--- config.mk ---
export PLATFORM = sky130hd
export DESIGN_NAME = sar_search
export DESIGN_NICKNAME = d
export VERILOG_FILES = /design/src/rtl/sar_pkg.sv /design/src/rtl/sar_search.sv
export SDC_FILE = /design/constraint.sdc
export NUM_CORES = 1
export LEC_CHECK = 0
export ABC_AREA = 1
export CAP_MARGIN = 10
export CORE_MARGIN = 2
export CORE_UTILIZATION = 50
export DETAILED_ROUTE_END_ITERATION = 8
export PLACE_DENSITY_LB_ADDON = 0.12
export SLEW_MARGIN = 20
export SYNTH_ARGS = -nofsm -noshare
export SYNTH_HDL_FRONTEND = slang
export SYNTH_SLANG_ARGS = --single-unit
export TNS_END_PERCENT = 1
--- constraint.sdc ---
create_clock -name clk -period 1.6 [get_ports clk]
set_input_delay 0.16 -clock clk [delete_from_list [all_inputs] [get_ports clk]]
set_output_delay 0.16 -clock clk [all_outputs]
set_load 0.02 [all_outputs]
--- src/rtl/sar_pkg.sv ---
// sar_pkg: definitions shared by the successive-approximation search
// controller and its comparator plant.
//   sar_state_t   - controller state encoding (IDLE, PROBE, DONE)
//   iter_w()      - width of a counter that can hold 0..width probes
//   flags_onehot()- true when exactly one of gt/eq/lt is asserted
package sar_pkg;

  typedef enum logic [1:0] {
    IDLE  = 2'd0,
    PROBE = 2'd1,
    DONE  = 2'd2
  } sar_state_t;

  function automatic int iter_w(input int width);
    return $clog2(width + 1);
  endfunction

  function automatic logic flags_onehot(input logic gt, input logic eq, input logic lt);
    return ({gt, eq, lt} == 3'b100) || ({gt, eq, lt} == 3'b010) ||
           ({gt, eq, lt} == 3'b001);
  endfunction

endpackage

--- src/rtl/sar_search.sv ---
// sar_search: successive-approximation controller. Drives a trial operand
// onto comparator input A, reads back gt/eq/lt and converges on the
// target on input B one bit per probe, MSB first.
// Ports:
//   clk, rst  - clock (rising edge), asynchronous active-high reset
//   start     - begin a search; only accepted in IDLE
//   trial     - operand driven to comparator input A
//   gt/eq/lt  - comparator flags (trial vs target)
//   busy      - search in progress (set on accept, cleared after DONE)
//   done      - one-cycle pulse, result/found/err/iters valid
//   result    - recovered target value
//   found     - search ended on an eq hit
//   err       - flags not one-hot at a sample point
//   iters     - number of probes sampled by the last search
//   dbg_state - current FSM state for observation
// Handshake: start is a request sampled on every rising edge; it is taken
// only when the FSM is in IDLE (busy=0 and not in the DONE cycle). The
// done pulse is the single-cycle response; outputs hold afterwards until
// the next accepted start.
module sar_search
  import sar_pkg::*;
#(
  parameter int WIDTH  = 16,
  parameter int SETTLE = 0,
  localparam int ITER_W = iter_w(WIDTH)
) (
  input  logic              clk,
  input  logic              rst,
  input  logic              start,
  output logic [WIDTH-1:0]  trial,
  input  logic              gt,
  input  logic              eq,
  input  logic              lt,
  output logic              busy,
  output logic              done,
  output logic [WIDTH-1:0]  result,
  output logic              found,
  output logic              err,
  output logic [ITER_W-1:0] iters,
  output logic [1:0]        dbg_state
);

  localparam int K_W   = $clog2(WIDTH);
  localparam int SET_W = (SETTLE > 0) ? $clog2(SETTLE + 1) : 1;
  localparam logic [WIDTH-1:0] ONE = {{(WIDTH-1){1'b0}}, 1'b1};

  sar_state_t        r_state;
  sar_state_t        w_next_state;

  logic [WIDTH-1:0]  r_acc;
  logic [K_W-1:0]    r_k;
  logic [WIDTH-1:0]  r_trial;
  logic [SET_W-1:0]  r_settle;
  logic [WIDTH-1:0]  r_result;
  logic              r_found;
  logic              r_err;
  logic [ITER_W-1:0] r_iters;
  logic              r_busy;

  logic              w_sample;
  logic              w_onehot;
  logic [WIDTH-1:0]  w_next_acc;
  logic [WIDTH-1:0]  w_next_bit;

  // Flags are only trusted once the settle window has elapsed.
  assign w_sample   = (r_state == PROBE) && (r_settle == '0);
  assign w_onehot   = flags_onehot(gt, eq, lt);
  // lt means trial is still below the target, so the probed bit stays set.
  assign w_next_acc = lt ? r_trial : r_acc;
  // Only used when r_k > 0, so the wrap of r_k-1 at k==0 is harmless.
  assign w_next_bit = ONE << (r_k - 1'b1);

  // State register
  always_ff @(posedge clk or posedge rst) begin
    if (rst) begin
      r_state <= IDLE;
    end else begin
      r_state <= w_next_state;
    end
  end

  // Next-state logic
  always_comb begin
    w_next_state = r_state;
    case (r_state)
      IDLE: begin
        if (start) w_next_state = PROBE;
      end
      PROBE: begin
        if (w_sample && (!w_onehot || eq || (r_k == '0))) w_next_state = DONE;
      end
      DONE: begin
        w_next_state = IDLE;
      end
      default: begin
        w_next_state = IDLE;
      end
    endcase
  end

  // Output logic
  always_comb begin
    done      = (r_state == DONE);
    busy      = r_busy;
    trial     = r_trial;
    result    = r_result;
    found     = r_found;
    err       = r_err;
    iters     = r_iters;
    dbg_state = r_state;
  end

  // Search datapath
  always_ff @(posedge clk or posedge rst) begin
    if (rst) begin
      r_acc    <= '0;
      r_k      <= '0;
      r_trial  <= '0;
      r_settle <= '0;
      r_result <= '0;
      r_found  <= 1'b0;
      r_err    <= 1'b0;
      r_iters  <= '0;
      r_busy   <= 1'b0;
    end else begin
      case (r_state)
        IDLE: begin
          if (start) begin
            r_acc    <= '0;
            r_k      <= K_W'(WIDTH - 1);
            r_trial  <= ONE << (WIDTH - 1);
            r_settle <= SET_W'(SETTLE);
            r_found  <= 1'b0;
            r_err    <= 1'b0;
            r_iters  <= '0;
            r_busy   <= 1'b1;
          end
        end
        PROBE: begin
          if (r_settle != '0) begin
            r_settle <= r_settle - 1'b1;
          end else begin
            r_iters <= r_iters + ITER_W'(1);
            if (!w_onehot) begin
              r_err    <= 1'b1;
              r_result <= r_acc;
            end else if (eq) begin
              r_result <= r_trial;
              r_found  <= 1'b1;
            end else begin
              r_acc <= w_next_acc;
              if (r_k == '0) begin
                r_result <= w_next_acc;
              end else begin
                r_k      <= r_k - 1'b1;
                r_trial  <= w_next_acc | w_next_bit;
                r_settle <= SET_W'(SETTLE);
              end
            end
          end
        end
        DONE: begin
          r_busy <= 1'b0;
        end
        default: begin
          r_busy <= 1'b0;
        end
      endcase
    end
  end

endmodule
==> results.py, run 1 <==
metrics = {
    "sta": {
        "fmax_mhz": 642,
        "setup_viol": 0,
        "finalHoldViolations": 0,
        "period_minus_slack_ps": 1560,
        "timing.final.ws_setup_ps": 43.0,
        "skew_ps": 12.2,
        "finalCritPeriodShare_pct": 97.3,
        "holdWs_ps": 90.0,
        "worstMarginPinSlew_ps": 309,
        "slew_viol_final": 0,
        "slew_headroom_pct": 79.4,
    },
    "setup_path": {
        "worstSetupStartpointType": "flop",
        "critical_path.max_fanout": 4,
        "r2r_end": "r_k[1]$_DFFE_PP0P_",
        "crit_path_end_kind": "output pin",
        "r2r_setup_slack_ps": 130,
        "path_cells": "clkdlybuf4s50_1",
        "crit_slowest_cell": "clkdlybuf4s50_1",
        "path_buf_inv": 1,
        "crit_type": "reg2out",
        "r2r_cells": 10,
        "crit_family": "buffers and inverters",
        "crit_start": "dbg_state[0]$_DFFE_PP0P_",
        "critPathCapture": "dbg_state[0]",
        "worstPathRequired_ps": 1440,
        "cpPeakStageDelay_ps": 630,
        "path_depth": 1,
        "timing.rr.start": "r_k[0]$_DFFE_PP0P_",
        "critPathArrivalTime_ps": 1400,
    },
    "cells_and_area": {
        "mostFrequentLayoutCell": "nand2_1",
        "fill_cells": 648,
        "mostFrequentLayoutCells": "268 x nand2_1, 99 x nand3_1, 62 x dfrtp_1",
        "diodes": 0,
        "fin_nets": 639,
        "syn_to_final_growth_pct": 26.0,
        "layout-drive-gt1-share_pct": 10.4,
        "final_util_pct": 65.7,
    },
    "synthesis": {
        "synth_cell_types": 24,
        "async_flop_share_pct": 100,
        "syn_area_per_cell_um2": 6.77,
        "synth-edff-count": 0,
        "syn_inst": 564,
        "syn_nets": 576,
        "synth.largest_area_cell": "dfrtp_1",
        "synth.cell_area_um2": 3820,
        "yosysSeqAreaShare_pct": 40.6,
        "ys.flop_type": "dfrtp_1",
        "synth_area_leaders": "dfrtp_1 41%, nand2_1 27%, nand3_1 13%, inv_1 6.2%, ha_1 2.0%",
        "yosysTopAreaCellShare_pct": 40.6,
        "ys_seq_elements": 62,
        "yosys_warnings": 0,
    },
    "floorplan": {
        "pin_count": 49,
        "fp.dieW_um": 91.4,
        "die_area_um2": 8350,
        "coreArea_um2": 7330,
        "floorplan.initialDensity_pct": 52.1,
        "die-height_um": 91.4,
        "rows": 31,
    },
    "run": {
        "maxCapViolCount": 0,
    },
    "placed_design": {
        "dpl.hpwl_um": 6970,
        "place.gp.congestion": 0.853,
        "portBuffers": 48,
        "dp_slack_ps": -149,
    },
    "global_route": {
        "first_global_vias": 3137,
        "met1_usage_pct": 33.2,
        "busiest_layer": "met2",
        "grt_use_total_pct": 22.8,
        "grt_util_met2_pct": 35.1,
        "grt_antenna_before_repair": 0,
        "grt_max_degree": 55,
        "use_met3_pct": 3.24,
        "grt_pass1_wl_um": 15200,
        "grt.overflow.total": 0,
    },
    "detailed_routing": {
        "drt_pass1_iterations": 5,
        "drt_first_iter_violations": 149,
        "routed-via-count": 3594,
        "finalWirelength_um": 9230,
        "wire_per_inst_um": 12.6,
        "vias_per_cell": 4.92,
        "post-route-drc-count": 0,
        "postRouteAntennaNets": 0,
    },
    "clock_network": {
        "cts_tree": "yes",
        "cts.htree.levels": 3,
        "cts_buffers": 9,
        "cts_sinks": 62,
        "root_buffer": "clkbuf_8",
        "insertion_delay_ps": 340,
        "cts.path.max_buffers": 2,
        "clkSlewWorstSetupHoldPaths_ps": 80,
    },
    "outcome": {
        "status": "finished clean",
    },
    "pwr": {
        "powerDensity_nw_per_um2": 1930,
        "irDropWorstVdd_mv": 1.40,
        "leakage_uw": 0.00277,
    },
    "hold_path": {
        "hold_path_class": "in2async",
    },
}
layer usage:
metal,up-vias,share of wire [%],routed length [um]
met5,-,0,0
met4,0,1.4,132
met3,12,4.8,446
met2,93,45,4190
met1,1618,48,4460
li1,1871,-,-
logic make-up after synthesis:
logic type | count (synthesis) | share of synthesized area [%]
XOR/XNOR | 3 | 0.688
AND/OR/NAND/NOR | 396 | 44.8
buffers and inverters | 90 | 10.9
flip-flops | 62 | 40.6
adder cells (fa/ha/maj) | 6 | 1.97
AO/OA/AOI/OAI | 7 | 1.02
layout make-up:
cell class / count / area (um^2) / area share (%)
inverter: 65 / 250 / 5.20
multi-input combinational: 412 / 1880 / 39.0
timing repair buffer: 77 / 795 / 16.5
clock inverter: 6 / 86.3 / 1.79
sequential: 62 / 1550 / 32.2
clock buffer: 10 / 128 / 2.65
tap: 99 / 124 / 2.57
metrics by stage:
step / std cells / setup TNS [ps] / total power [uW] / cell area (um^2)
2_1_floorplan: 564 / 0 / 5830 / 3820
3_3_place_gp: 713 / -2180 / 7550 / 4530
3_5_place_dp: 713 / -4240 / 7670 / 4530
4_1_cts: 729 / 0 / 9180 / 4750
5_1_grt: 731 / -27.1 / 9990 / 4810
6_report: 731 / 0 / 9270 / 4810
worst min-delay path by stage:
| stage | to | cells past startpoint |
|---|---|---|
| after floorplan | found$_DFFE_PP0P_ | 1 |
| after global placement | result[3]$_DFFE_PP0P_ | 2 |
| after detailed placement | result[3]$_DFFE_PP0P_ | 2 |
| after CTS | result[4]$_DFFE_PP0P_ | 2 |
| after global routing | result[5]$_DFFE_PP0P_ | 2 |
| final | result[4]$_DFFE_PP0P_ | 2 |
flip-flops by register name, indices dropped and copies added, names as in the netlist:
signal     cells
found          1
dbg_state      2
r_acc         16
r_k            4
trial         16
busy           1
result        16
iters          5
err            1
report_power, final:
group / internal (uW) / switching [uW] / leakage, uW
Combinational: 2040 / 3040 / 0.00184
Clock: 875 / 635 / 0.000106
Sequential: 2170 / 509 / 0.000820
synthesized netlist by cell type, types with 2 or more instances:
cell,number
a21oi_1,3
buf_2,10
buf_4,8
buf_6,3
clkbuf_1,3
dfrtp_1,62
ha_1,6
inv_1,63
nand2_1,270
nand2_4,4
nand3_1,99
nand3_4,3
nor2_1,16
o21ai_0,3
xor2_1,2
timing repair:
item / in CTS / in global routing
setup buffers: 0 / 2
setup endpoints to repair: 2 / 54
hold buffers: 0 / 0
pin swaps: 0 / 1
resized for setup: 2 / 14
Note: power is estimated with default switching activity, not from simulation.
==> run 2: changes to the inputs <==
--- a/config.mk
+++ b/config.mk
@@ -11,6 +11,7 @@
 export CORE_UTILIZATION = 50
 export DETAILED_ROUTE_END_ITERATION = 8
 export PLACE_DENSITY_LB_ADDON = 0.12
+export REMOVE_ABC_BUFFERS = 1
 export SLEW_MARGIN = 20
 export SYNTH_ARGS = -nofsm -noshare
 export SYNTH_HDL_FRONTEND = slang
==> run 2 against run 1 <==
  * Power rose by 5.6%
  * Largest power group unchanged
  * Fmax is 1.1% lower
  * Critical path depth unchanged
  * Critical path type unchanged
==> results.py, run 2 (synthesized netlist as in run 1, its figures left out) <==
metrics = {
    "setup_path": {
        "crit_path_end_kind": "output pin",
        "critical_path.max_fanout": 4,
        "timing.rr.start": "r_k[1]$_DFFE_PP0P_",
        "worstPathRequired_ps": 1440,
        "path_buf_inv": 1,
        "r2r_cells": 10,
        "crit_family": "buffers and inverters",
        "crit_type": "reg2out",
        "path_cells": "clkdlybuf4s50_1",
        "worstSetupStartpointType": "flop",
        "r2r_setup_slack_ps": 30,
        "cpPeakStageDelay_ps": 640,
        "critPathArrivalTime_ps": 1410,
        "r2r_end": "trial[8]$_DFFE_PP0P_",
        "crit_slowest_cell": "clkdlybuf4s50_1",
    },
    "detailed_routing": {
        "finalWirelength_um": 11000,
        "met3_wirelength_um": 621,
        "wire_per_inst_um": 14.8,
        "routed-via-count": 3926,
        "drt_first_iter_violations": 254,
        "drt_pass1_iterations": 5,
        "top_layer": "met4",
        "post-route-drc-count": 0,
        "wl_met1_um": 4850,
        "vias_per_cell": 5.28,
        "postRouteAntennaNets": 0,
        "met2WireLength_um": 5130,
    },
    "cells_and_area": {
        "final_util_pct": 67.3,
        "fill_cells": 633,
        "syn_to_final_growth_pct": 29.1,
        "multi_input_area_um2": 1910,
        "finalInstanceArea_um2": 4930,
        "diodes": 0,
        "instances_no_fill": 743,
        "regArea_um2": 1550,
        "mostFrequentLayoutCell": "nand2_1",
        "layout-drive-gt1-share_pct": 13.2,
        "fin_nets": 651,
        "mostFrequentLayoutCells": "264 x nand2_1, 99 x nand3_1, 61 x dfrtp_1",
    },
    "sta": {
        "worstMarginPinSlew_ps": 347,
        "setup_viol": 0,
        "slew_viol_final": 0,
        "finalCritPeriodShare_pct": 98.3,
        "slew_headroom_pct": 76.9,
        "rsz0062_at_grt": "yes",
        "fmax_mhz": 636,
        "skew_ps": 7.59,
        "period_minus_slack_ps": 1570,
        "finalHoldViolations": 0,
    },
    "global_route": {
        "first_global_vias": 3757,
        "grt.overflow.total": 0,
        "grt_max_degree": 63,
        "grt_antenna_before_repair": 0,
        "grt_pass1_wl_um": 17900,
        "grt_use_total_pct": 26.9,
    },
    "pwr": {
        "swShare_pct": 46.3,
        "irDropWorstVdd_mv": 1.02,
        "pwr-share-comb_pct": 57.6,
        "leakage_uw": 0.00282,
        "internal_power_uw": 5260,
        "power_frac_clock_pct": 14.7,
        "seqPwrFrac_pct": 27.7,
        "powerDensity_nw_per_um2": 1990,
        "power_uw": 9790,
        "p_switching_uw": 4530,
    },
    "outcome": {
        "status": "finished clean",
    },
    "placed_design": {
        "place.gp.congestion": 0.935,
        "dp.cells": 720,
        "portBuffers": 48,
        "dpl.hpwl_um": 7300,
        "dpl_cell_area_um2": 4570,
    },
    "floorplan": {
        "pin_count": 49,
        "floorplan.initialDensity_pct": 52.1,
        "coreArea_um2": 7330,
        "rows": 31,
        "fp.dieW_um": 91.4,
        "die-height_um": 91.4,
        "die_area_um2": 8350,
    },
    "clock_network": {
        "root_buffer": "clkbuf_8",
        "cts.htree.levels": 3,
        "clkSlewWorstSetupHoldPaths_ps": 70,
        "cts_buffers": 9,
        "cts_sinks": 62,
        "cts.path.max_buffers": 2,
        "insertion_delay_ps": 340,
        "ctsHoldBuffers": 0,
        "cts_tree": "yes",
    },
    "run": {
        "maxCapViolCount": 0,
    },
    "hold_path": {
        "hold_path_class": "in2async",
    },
}
## run 2: cell count changes in the layout (fill, tap and decap cells not counted), moves of 2 or more
cell / delta
inv_1: -2
clkbuf_8: +2
nand2_2: +2
clkbuf_16: +2
inv_2: +2
nand2_4: +3
buf_12: -2
nand2_1: -4
buf_4: +11
## run 2: how the worst max path moves through the flow
stage	start	endpoint	slack [ps]	cells past startpoint
global route	r_k[0]$_DFFE_PP0P_	trial[15]$_DFFE_PP0P_	-60	11
CTS	dbg_state[0]$_DFFE_PP0P_	r_k[2]$_DFFE_PP0P_	10	8
floorplan	dbg_state[0]$_DFFE_PP0P_	r_k[0]$_DFFE_PP0P_	-900	7
finish	trial[15]$_DFFE_PP0P_	trial[15]	30	1
detailed placement	eq	trial[10]$_DFFE_PP0P_	-140	9
global placement	eq	trial[5]$_DFFE_PP0P_	-130	8
## run 2: power groups by stage
stage	clock (uW)	combinational [uW]	sequential, uW
detailed placement	0	5030	2700
global route	1520	6180	2790
finish	1440	5640	2710
global placement	0	4930	2690
CTS	1450	5050	2680
floorplan	0	2390	3120
## run 2: worst reg2reg max path, delay by kind of cell, from the launching register on
family,cells,cell delay [ps]
AND/OR/NAND/NOR,7,680
flip-flops,1,360
buffers and inverters,2,280
adder cells (fa/ha/maj),1,180
## run 2: repair_timing
item	CTS	global route
setup endpoints to repair	18	51
pin swaps	0	7
buffers inserted	0	4
resized for setup	3	24
cloned	0	3
## run 2: cell type report
| cell class | instances | area share [%] |
|---|---|---|
| multi-input cells | 412 | 38.7 |
| flip-flops and latches | 62 | 31.5 |
| repair buffers | 89 | 18.2 |
| inverters | 65 | 5.05 |
| clock buffers | 13 | 3.22 |
| well taps | 99 | 2.51 |
| clock inverters | 3 | 0.863 |
## run 2: metal layers
metal	vias up	track usage (%)
met2	160	44.2
met4	0	12.1
met1	1846	35.4
li1	1888	-
met5	-	0
met3	32	3.15
## run 2: through the flow
| step | hold slack [ps] | setup TNS, ps | setup WS [ps] |
|---|---|---|---|
| floorplan | 246 | -41340 | -897 |
| global placement | 461 | -4210 | -131 |
| detailed placement | 464 | -5960 | -137 |
| CTS | 211 | 0 | 11.1 |
| global route | 222 | -486 | -56.8 |
| finish | 184 | 0 | 26.5 |
